==> src/rtl/led_pkg.sv <==
// Shared constants for the LED display path: nibble width, dark-anode pattern
// and default scan timing so the board top and benches agree.
package led_pkg;
    localparam int BCD_W        = 4;
    localparam int MAX_DIGITS   = 8;
    localparam logic [MAX_DIGITS-1:0] AN_OFF = '1;
    localparam int SCAN_DIV_DEF = 50000;
    localparam int DEAD_DEF     = 500;
endpackage

==> src/rtl/scan_tick.sv <==
// Free-running prescaler: count 0..DIV-1, flag the last cycle of each period
// and the leading DEAD cycles. Also usable as a debouncer sampling tick.
module scan_tick #(
    parameter int DIV  = led_pkg::SCAN_DIV_DEF,
    parameter int DEAD = led_pkg::DEAD_DEF,
    localparam int CW  = (DIV > 1) ? $clog2(DIV) : 1
) (
    input  logic          clk,
    input  logic          rst,
    output logic [CW-1:0] cnt,
    output logic          tick,
    output logic          dead
);
    assign tick = (cnt == CW'(DIV - 1));
    assign dead = (DEAD > 0) && (int'(cnt) < DEAD);

    always_ff @(posedge clk) begin
        if (rst)       cnt <= '0;
        else if (tick) cnt <= '0;
        else           cnt <= cnt + CW'(1);
    end
endmodule

==> src/rtl/led_scan.sv <==
// Time-multiplexed scanner for a common-anode 7-segment display with
// frame-synchronous updates, leading-zero blanking and per-slot dead time.
module led_scan
    import led_pkg::*;
#(
    parameter int DIGITS   = 4,
    parameter int SCAN_DIV = SCAN_DIV_DEF,
    parameter int DEAD     = DEAD_DEF
) (
    input  logic                    clk,
    input  logic                    rst,
    input  logic                    load,
    input  logic [BCD_W*DIGITS-1:0] digits_in,
    input  logic [DIGITS-1:0]       dp_in,
    input  logic                    blank_lz,
    output logic [BCD_W-1:0]        bcd,
    output logic                    dp,
    output logic [DIGITS-1:0]       an,
    output logic                    frame
);
    localparam int IW = (DIGITS > 1) ? $clog2(DIGITS) : 1;
    localparam int CW = (SCAN_DIV > 1) ? $clog2(SCAN_DIV) : 1;

    logic [CW-1:0]             cnt;
    logic                      tick;
    logic                      dead;
    logic [IW-1:0]             idx;
    logic                      last_digit;
    logic                      boundary;

    logic [BCD_W*DIGITS-1:0]   sh_dig,  disp_dig;
    logic [DIGITS-1:0]         sh_dp,   disp_dp;
    logic                      sh_blz,  disp_blz;
    logic                      pending;

    logic [DIGITS-1:0]         blank;
    logic                      above;

    scan_tick #(.DIV(SCAN_DIV), .DEAD(DEAD)) u_tick (
        .clk  (clk),
        .rst  (rst),
        .cnt  (cnt),
        .tick (tick),
        .dead (dead)
    );

    assign last_digit = (idx == IW'(DIGITS - 1));
    assign boundary   = tick && last_digit;

    always_ff @(posedge clk) begin
        if (rst)       idx <= '0;
        else if (tick) idx <= last_digit ? '0 : idx + IW'(1);
    end

    // A load on the boundary cycle goes straight to display; it is the newest
    // value, so any older shadow contents are dropped with pending.
    always_ff @(posedge clk) begin
        if (rst) begin
            sh_dig   <= '0;
            sh_dp    <= '0;
            sh_blz   <= 1'b0;
            disp_dig <= '0;
            disp_dp  <= '0;
            disp_blz <= 1'b0;
            pending  <= 1'b0;
        end else if (load && boundary) begin
            disp_dig <= digits_in;
            disp_dp  <= dp_in;
            disp_blz <= blank_lz;
            pending  <= 1'b0;
        end else if (load) begin
            sh_dig   <= digits_in;
            sh_dp    <= dp_in;
            sh_blz   <= blank_lz;
            pending  <= 1'b1;
        end else if (boundary && pending) begin
            disp_dig <= sh_dig;
            disp_dp  <= sh_dp;
            disp_blz <= sh_blz;
            pending  <= 1'b0;
        end
    end

    // Blanking ripples down from the top digit until a nonzero nibble or lit dp.
    always_comb begin
        blank = '0;
        above = 1'b1;
        for (int k = DIGITS - 1; k >= 1; k--) begin
            blank[k] = disp_blz && above && !disp_dp[k]
                       && (disp_dig[BCD_W*k +: BCD_W] == '0);
            above    = blank[k];
        end
    end

    always_ff @(posedge clk) begin
        if (rst) begin
            bcd   <= '0;
            dp    <= 1'b0;
            an    <= AN_OFF[DIGITS-1:0];
            frame <= 1'b0;
        end else begin
            bcd   <= disp_dig[BCD_W*int'(idx) +: BCD_W];
            dp    <= disp_dp[idx];
            an    <= (dead || blank[idx]) ? AN_OFF[DIGITS-1:0]
                                          : ~(DIGITS'(1) << idx);
            frame <= (cnt == '0) && (idx == '0);
        end
    end
endmodule

==> config.mk <==
export PLATFORM = sky130hd
export DESIGN_NAME = led_scan
export DESIGN_NICKNAME = d
export VERILOG_FILES = /design/src/rtl/led_pkg.sv /design/src/rtl/scan_tick.sv /design/src/rtl/led_scan.sv
export SDC_FILE = /design/constraint.sdc
export NUM_CORES = 1
export LEC_CHECK = 0
export CAP_MARGIN = 20
export CORE_MARGIN = 2
export CORE_UTILIZATION = 50
export CTS_BUF_LIST = sky130_fd_sc_hd__clkbuf_2
export CTS_CLUSTER_SIZE = 28
export DETAILED_ROUTE_END_ITERATION = 8
export PLACE_DENSITY = 0.74
export SLEW_MARGIN = 20
export SYNTH_ARGS = -nofsm -noshare
export SYNTH_HDL_FRONTEND = slang
export SYNTH_SLANG_ARGS = --single-unit
export TNS_END_PERCENT = 100
==> constraint.sdc <==
create_clock -name clk -period 2.2 [get_ports clk]
set_input_delay 0.44 -clock clk [delete_from_list [all_inputs] [get_ports clk]]
set_output_delay 0.44 -clock clk [all_outputs]
set_load 0.05 [all_outputs]
# Word-level counts from Yosys, hierarchy flattened
# Cells that the tools add are included.
# classes
n_shift	2
n_addsub	2
n_lt_le_gt_ge	2
bitwise_logic	2
n_reduce_logical	28
eq_ne	3
n_mux	16
# op_table
op	n
2-to-1 mux 16 bit	3
adder 16 x 1 -> 16 bit (second input constant)	1
equality test 16 bit (second input constant)	1
logical NOT 16 bit	1
< comparator 16 x 9 -> 1 bit (second input constant)	1
variable part select 16 x 5 -> 4 bit	1
logical AND 1 bit	12
logical NOT 4 bit	3
2-to-1 mux 4 bit	3
2-to-1 mux 1 bit	7
OR reduction 2 bit	3
binary-select mux 1 bit (select 2 bit)	2
inverter 4 bit	1
AND reduction 2 bit	2
nonzero test 2 bit	2
left shift 1 x 2 -> 4 bit (first input constant)	1
logical NOT 1 bit	3
< comparator 2 x 3 -> 1 bit (second input constant)	1
adder 2 x 1 -> 2 bit (second input constant)	1
equality test 2 bit (second input constant)	1
logical NOT 2 bit	1
2-to-1 mux 2 bit	1
inequality test 2 x 1 -> 1 bit (second input constant)	1
logical OR 1 bit	1
inverter 1 bit	1
# totals
inputBits	24
regBits	71
elab_cells	68
out_inout_bits	10

# Depth between registers and ports, before layout
# Gate-level depths: netlist of the first run.
# depth
depth_word	13
mapped_depth	7
mapped_depth_nobuf	5

# By module
# A second synthesis of the first run with hierarchy kept.
# hier_totals
cells_unflattened	336
area_unflattened_um2	2995.4
# by_module_without_submodules
mod	instances	cells_per_inst	seq_area_each_um2	area_per_inst_um2
led_scan	1	253	1101.1	2228.4
scan_tick	1	83	320.3	767.0

# Worst setup path after synthesis of the first run
# OpenSTA, ideal clock, no wires.
# synth_timing
path_kind	reg-to-reg
from	register idx[0]
to	register disp_dig[0]
period_less_slack_ps	2212
path_buffers	2
required_time_ps	2058
slack_ps	-12
setup_ps	142
path_stages_with_launch	8
t_arrival_ps	2070
cell_sequence	dfxtp_1 > ha_1 > or4b_2 > or4_4 > buf_6 > nor2_8 > buf_8 > o32ai_2
# synth_between
elab_chain_len	5
word_cells_on_any_way	8
cone_classes	eq/ne: 2; mux: 1; reduce/logical: 5
# synth_lines
item	line_no	text
from (decl)	led_scan.sv:27	logic [IW-1:0] idx;
from (signal assigned)	led_scan.sv:52	else if (tick) idx <= last_digit ? '0 : idx + IW'(1);
equality test 2 bit *	led_scan.sv:47	assign last_digit = (idx == IW'(DIGITS - 1));
logical AND 1 bit *	led_scan.sv:48	assign boundary = tick && last_digit;
logical AND 1 bit (on tied branches)	led_scan.sv:66, led_scan.sv:76	
inequality test 2 x 1 -> 1 bit (no line) or nonzero test 2 bit (tied branches)	n/a	
AND reduction 2 bit (no line)	n/a	
to (signal assigned)	led_scan.sv:67	disp_dig <= digits_in;
to (signal assigned)	led_scan.sv:77	disp_dig <= sh_dig;
to (decl)	led_scan.sv:31	logic [BCD_W*DIGITS-1:0] sh_dig, disp_dig;
# Mark *: on every way between the ends. The rest lies on a longest branch, timed or not.
# A chain may end at the register's enable or synchronous reset.

# Worst setup path in the final report of the first run
# layout_timing
from	register u_tick.cnt[12]
to	register disp_dig[6]
# layout_between
elab_chain_len	5
word_cells_on_any_way	8
cone_classes	eq/ne: 2; mux: 1; reduce/logical: 5
# layout_lines
item	line_no	text
from (decl)	scan_tick.sv:10	output logic [CW-1:0] cnt,
from (signal assigned)	scan_tick.sv:20	else cnt <= cnt + CW'(1);
equality test 16 bit *	scan_tick.sv:14	assign tick = (cnt == CW'(DIV - 1));
logical AND 1 bit *	led_scan.sv:48	
logical AND 1 bit (on tied branches)	led_scan.sv:66, led_scan.sv:76	
inequality test 2 x 1 -> 1 bit (no line) or nonzero test 2 bit (tied branches)	n/a	
AND reduction 2 bit (no line)	n/a	
# Marks and branches as above.

==> impl_summary.txt, run 1 <==
----------------------------------------------------
[Logic synthesis]
  Number of nets in the synthesized netlist ... 390
  Unique cell type count in the Yosys netlist ... between 40 and 50
  Avg Synthesized Cell Area ... 9.25 um2
  Area of the mapped netlist ... ~3300 um2
  Proportion of synthesized chip area in sequential cells ... a little over two fifths
  Async set or reset register ratio after synthesis ... 0%
  Cells after Synth ... 360
  Synth Flop Type ... sky130_fd_sc_hd__dfxtp_1
  Post-synth EDFFs ... 0
  Synth warnings ... 0
  #FFs+latches synth ... 71

[Place]
  Number of buffers added on ports ... 33
  Setup slack at placement ... -27.5 ps
  Total placed instance area ... 3790 um2
  Post-detail-place hpwl ... between 4 and 5 mm
  Total placed cells including tap cells ... 461
  Routability Congestion ... around 0.8

[Critical path]
  Crit path max fanout ... 4
  Crit Path Class ... register to register
  Endpoint type of the worst setup path ... register
  Type of element launching the critical path ... register
  Required time at the endpoint of the critical path ... approximately 2600 ps
  Worst path arrival time ... roughly 2600 ps

[Pwr]
  Total power per unit cell area ... 570 nW/um2
  Maximum ir drop on the vdd rail ... 0.000389 V
  PnR Total Power ... 0.00234 W
  Leakage power of the design ... 1.49 nW

[Die]
  I/O pin count ... 34
  Overall die area ... between 7000 and 8000 um2
  Starting Density ... 52.2%
  Cell row count ... 29
  Die Y ... 85.6 um
  Horizontal die dimension ... between 80 and 90 um
  Core region area ... about 6400 um2

[Timing]
  Max Transition Viols Final ... 0
  Share of the clock period used by the worst path after layout ... 97.7%
  Number of failing setup endpoints in the final timing report ... 0
  Min Tclk post-route ... around 2200 ps
  Maximum achievable frequency ... ~0.47 GHz
  Final Hold Fails ... 0
  Relative slew margins ... between 50% and 60%
  Min setup slack post-route ... roughly 50 ps
  Clk_skew ... approximately 27 ps
  Slew at the pin closest to its max-slew limit ... between 600 and 700 ps
  Unrepaired setup endpoints after global routing ... no

[Route]
  Length of the first detailed-routing pass in iterations ... 4
  1st-iter DRT viols ... around 130
  Drt drc ... 0
  Routed via count ... between 2000 and 3000
  Routed vias/inst ... ~5.7
  Routed wire per std cell ... between 15 and 20 um
  Final ANT Viol Nets ... 0
  Final Routed Wirelength ... roughly 7.4 mm

[Global route]
  Met3 track demand over resource ... approximately 3.1%
  Met1 layer usage reported by global route ... between 20 and 30%
  Met2 Resource Use GR ... roughly a third
  Combined global-route utilization of all metal layers ... roughly a fifth
  Initial antenna violation count ... 0
  Layer carrying the most global-route usage ... met2
  Pin count of the biggest net entering global routing ... 50
  Vias in the first global route ... 2620
  Wire length of the first global-routing pass ... about 12 mm
  Gr ovfl total ... 0

[Finish]
  Top library cells by usage in the layout, fill and taps aside ... sky130_fd_sc_hd__dfxtp_1, sky130_fd_sc_hd__nand2_1, sky130_fd_sc_hd__clkdlybuf4s50_1, sky130_fd_sc_hd__nand3_1, sky130_fd_sc_hd__a21oi_1
  Combined flip-flop and latch cell area ... 1430 um2
  Inserted Diodes ... 0
  Filler cell count in the final layout ... just over 500
  Most common library cell in the layout ignoring fill and taps ... sky130_fd_sc_hd__dfxtp_1
  Multi-input logic area ... 1760 um2
  Area added between synthesis and finish ... 23.4%
  Fin cells ... 486
  Design area ... about 4100 um2
  Share of post-route cells with drive strength above 1 ... a little under a fifth
  Net count reported at finish ... between 400 and 500

[Outcome]
  Result of the run ... finished clean

[Clocking]
  Buffer levels on the longest clock path ... 2
  H-tree lvl count ... 3
  Worst-skew pair later-pin latency ... just over 500 ps
  Clock tree from TritonCTS ... built
  CTS Root Buffer Type ... sky130_fd_sc_hd__clkbuf_2
  Clock transition at path regs ... approximately 200 ps
  Number of clock buffers inserted by TritonCTS ... 9
  Sinks on Clock Net ... 71

[Flow run]
  Number of violations of the max-capacitance limit ... 0

[Hold path]
  Worst min path class ... input port to register

----------------------------------------------------
## synthesized netlist by cell type, types with 2 or more instances
| cell | number | share of area (%) |
|---|---|---|
| sky130_fd_sc_hd__dfxtp_1 | 71 | 43 |
| sky130_fd_sc_hd__nand2_1 | 42 | 4.7 |
| sky130_fd_sc_hd__a21oi_1 | 26 | 3.9 |
| sky130_fd_sc_hd__nand3_1 | 26 | 3.9 |
| sky130_fd_sc_hd__nor2_1 | 23 | 2.6 |
| sky130_fd_sc_hd__clkbuf_1 | 17 | 1.9 |
| sky130_fd_sc_hd__a22oi_1 | 16 | 3.6 |
| sky130_fd_sc_hd__nand2b_1 | 16 | 3.0 |
| sky130_fd_sc_hd__o32ai_2 | 16 | 7.8 |
| sky130_fd_sc_hd__xor2_1 | 11 | 2.9 |
| sky130_fd_sc_hd__o21ai_0 | 10 | 1.5 |
| sky130_fd_sc_hd__nand4_1 | 9 | 1.7 |
| sky130_fd_sc_hd__nor2b_1 | 8 | 1.5 |
| sky130_fd_sc_hd__ha_1 | 6 | 2.3 |
| sky130_fd_sc_hd__and4_1 | 5 | 1.3 |
| sky130_fd_sc_hd__buf_1 | 5 | 0.56 |
| sky130_fd_sc_hd__inv_1 | 5 | 0.56 |
| sky130_fd_sc_hd__mux4_2 | 5 | 3.4 |
| sky130_fd_sc_hd__nor3b_1 | 5 | 1.1 |
| sky130_fd_sc_hd__nor4_1 | 5 | 0.94 |
| sky130_fd_sc_hd__buf_2 | 3 | 0.45 |
| sky130_fd_sc_hd__buf_6 | 3 | 1.0 |
| sky130_fd_sc_hd__xnor2_1 | 3 | 0.79 |
| sky130_fd_sc_hd__and2_1 | 2 | 0.38 |
| sky130_fd_sc_hd__mux2i_1 | 2 | 0.60 |
| sky130_fd_sc_hd__nor3_1 | 2 | 0.30 |
| sky130_fd_sc_hd__or3_1 | 2 | 0.38 |
## state kept, by name, summed over array words and instances (netlist names)
signal      count
an              4
bcd             4
disp_blz        1
disp_dig       16
disp_dp         4
dp              1
frame           1
idx             2
pending         1
sh_blz          1
sh_dig         16
sh_dp           4
u_tick.cnt     16
## per-stage QoR
step	TNS [ps]	hold WS, ps	utilization [%]
4_1_cts	0	370	64.0
5_1_grt	0	390	64.4
2_1_floorplan	0	436	-
6_report	0	381	64.4
3_5_place_dp	-387	448	59.4
3_3_place_gp	0	441	59.4
## what timing repair did
action / CTS / global route
setup buffers: 6 / 1
endpoints found under the setup margin: 18 / 25
gates resized for setup: 9 / 7
pin swaps: 2 / 2
hold buffers: 0 / 0
cloned: 3 / 0
## power by group
group / total (W) / internal [W] / switching [W]
clock network: 0.000810 / 0.000358 / 0.000452
registers: 0.00134 / 0.00132 / 0.0000192
logic: 0.000198 / 0.0000894 / 0.000109
## worst max-delay path, stage by stage (launching register included)
cell and delay [ps]:
sky130_fd_sc_hd__dfxtp_1 380, sky130_fd_sc_hd__or4_4 540, sky130_fd_sc_hd__or4_4 530, sky130_fd_sc_hd__buf_6 150
sky130_fd_sc_hd__bufbuf_16 250, sky130_fd_sc_hd__o32ai_2 240
## final cells by class
type / count / share of cell area (%)
multi-input cells: 253 / 42.8
flip-flops and latches: 71 / 34.8
repair buffers: 65 / 16.7
well taps: 77 / 2.34
clock inverters: 6 / 1.86
clock buffers: 9 / 1.10
inverters: 5 / 0.457
## logic make-up after synthesis
group | Yosys count | share of synthesized area [%]
adder cells (fa/ha/maj) | 6 | 2.25
buffers and inverters | 36 | 5.33
AND/OR/NAND/NOR | 154 | 24.3
multiplexers | 7 | 3.98
flip-flops | 71 | 42.7
XOR/XNOR | 14 | 3.68
AO/OA/AOI/OAI | 72 | 17.8
## metal layers
layer  wire length, um  up-vias
li1                  -     1370
met1              3360     1338
met2              3550       67
met5                 0        -
met3               309       15
met4               153        0
## path summary, 6_finish.rpt
path / startpoint / endpoint / slack [ps] / cells after the start
max: u_tick.cnt[12] / disp_dig[6] / 50 / 5
min reg2reg: u_tick.cnt[0] / u_tick.cnt[0] / 450 / 1
max reg2reg: u_tick.cnt[12] / disp_dig[6] / 50 / 5
min: rst / idx[0] / 380 / 2
(Power assumes the default switching activity.)
==> run 2, diff against run 1 <==
Settings changed: SKIP_LAST_GASP set to 1.
==> results of run 2 <==
The final DEF is identical to that of run 1; final timing and power are the same.
Among the figures that moved: number of gates resized after CTS 9 -> 8
==> variant: new RTL, settings of run 1 <==
Reset style: asynchronous (`rst`), changed in 4 clocked blocks.
--- a/src/rtl/scan_tick.sv
+++ b/src/rtl/scan_tick.sv
@@ -14,7 +14,7 @@
     assign tick = (cnt == CW'(DIV - 1));
     assign dead = (DEAD > 0) && (int'(cnt) < DEAD);
 
-    always_ff @(posedge clk) begin
+    always_ff @(posedge clk or posedge rst) begin
         if (rst)       cnt <= '0;
         else if (tick) cnt <= '0;
         else           cnt <= cnt + CW'(1);
--- a/src/rtl/led_scan.sv
+++ b/src/rtl/led_scan.sv
@@ -47,14 +47,14 @@
     assign last_digit = (idx == IW'(DIGITS - 1));
     assign boundary   = tick && last_digit;
 
-    always_ff @(posedge clk) begin
+    always_ff @(posedge clk or posedge rst) begin
         if (rst)       idx <= '0;
         else if (tick) idx <= last_digit ? '0 : idx + IW'(1);
     end
 
     // A load on the boundary cycle goes straight to display; it is the newest
     // value, so any older shadow contents are dropped with pending.
-    always_ff @(posedge clk) begin
+    always_ff @(posedge clk or posedge rst) begin
         if (rst) begin
             sh_dig   <= '0;
             sh_dp    <= '0;
@@ -92,7 +92,7 @@
         end
     end
 
-    always_ff @(posedge clk) begin
+    always_ff @(posedge clk or posedge rst) begin
         if (rst) begin
             bcd   <= '0;
             dp    <= 1'b0;
Check against the original RTL: differs if rst is asserted again (counterexample within 4 cycles, from zero or initial values and one cycle with rst high); with rst held inactive, the same outputs for 10 cycles.
==> variant against run 1 <==
First-iteration DRC count down 4.7%; final cell count shrank 19%; synthesized cell count decreased by 25%; power decreased by 8.0%; wire length decreased by 9.7%; sequential power increased by 3%; sequential cell count did not move; setup slack gained 0.036 ns; area after synthesis shrank 4.1%; final area is 7.8% lower; critical endpoint is now bcd[1]; largest cell class is now flip-flops and latches.
==> variant: results (changes against run 1) <==
outcome: "finished, final reports clean"
dp_cells: 379  # -18%
post-route-min-period_ns: 2.11  # -0.0363 ns
wl_per_cell_um: 16.9  # +11%
syn_area_per_cell_um2: 11.8  # +28%
dpl-instance-area_um2: 3690  # -2.6%
grt_max_degree: 72  # +44%
synth_top_flop_cell: "dfrtp_1"
powerClk_w: 0.000620  # -23%
crit_start: "bcd[1]$_DFF_PP0_"
p_per_area_nw_per_um2: 569  # -0.15%
worst_path_dominant_cell_family: "buffers and inverters"
hold_path_class: "primary input to async pin"
yosysUniqueCellTypes: 38  # -12%
swShare: 0.265  # +0.0178
routed_wl_um: 6660  # -9.7%
seq_area_frac_synth: 0.558  # +0.131
p_comb_w: 0.000160  # -19%
ir_drop_mv: 0.328  # -16%
drive_above_1_share: 0.138  # -0.0523
crit_path_end: "bcd[1]"
synth_area_leaders: "dfrtp_1 52%, mux2_1 7.1%, o22ai_1 6.3%"
track_usage: 0.201  # -0.00824
r2r_cells: 6  # +1
cp.arrival_ns: 1.67  # -0.92 ns
dp_slack_ns: 0.0578  # +0.0853 ns
async_flop_share: 1.00  # +1.00
finalWeightedCongestion: 0.796  # -2.9%
ys_top_cells_by_count: "67 x dfrtp_1, 32 x o22ai_1, 20 x mux2_1"
critical_path.max_stage_delay_ns: 0.79  # +0.25 ns
r2r_end: "sh_dig[8]$_DFFE_PP0P_"
==> variant: cell types whose count changed after synthesis, sizes merged, moves of 16 or more <==
cell | before | now
nand2 | 42 | 14
o32ai | 16 | 0
mux2 | 0 | 21
dfxtp | 71 | 0
a22oi | 16 | 0
nand2b | 16 | 0
nand3 | 26 | 9
o22ai | 0 | 32
dfrtp | 0 | 67
==> variant: cell type report <==
type | instances | area, um2 | area share
multi-input combinational | 175 | 1300 | 0.343
clock inverter | 7 | 50.0 | 0.0132
sequential | 71 | 1780 | 0.470
timing repair buffer | 46 | 475 | 0.125
tap | 77 | 96.3 | 0.0254
clock buffer | 9 | 45.0 | 0.0119
inverter | 10 | 41.3 | 0.0109
==> variant: cells by family after synthesis <==
group	synth area share
compound gates	0.128
xor+xnor	0.0384
fa+ha+maj	0.0235
buf+inv	0.0364
flops	0.558
mux	0.109
simple gates	0.106
==> variant: metal layers <==
layer | up-vias | share of wire | global-route usage
met5 | - | 0 | 0
met4 | 0 | 0.013 | 0.0850
met3 | 12 | 0.062 | 0.0445
met2 | 86 | 0.48 | 0.311
met1 | 1141 | 0.45 | 0.275
li1 | 1085 | - | -
==> variant: worst min-delay path by stage <==
stage / depth (start not counted) / startpoint / to / slack [ns]
2_1_floorplan: 1 / u_tick.cnt[11]$_DFF_PP0_ / u_tick.cnt[11]$_DFF_PP0_ / 0.46
3_3_place_gp: 1 / sh_dp[2]$_DFFE_PP0P_ / sh_dp[2]$_DFFE_PP0P_ / 0.47
3_5_place_dp: 1 / sh_dp[3]$_DFFE_PP0P_ / sh_dp[3]$_DFFE_PP0P_ / 0.48
4_1_cts: 3 / rst / bcd[2]$_DFF_PP0_ / 0.35
5_1_grt: 3 / rst / disp_dig[5]$_DFFE_PP0P_ / 0.35
6_report: 3 / rst / idx[0]$_DFFE_PP0N_ / 0.36
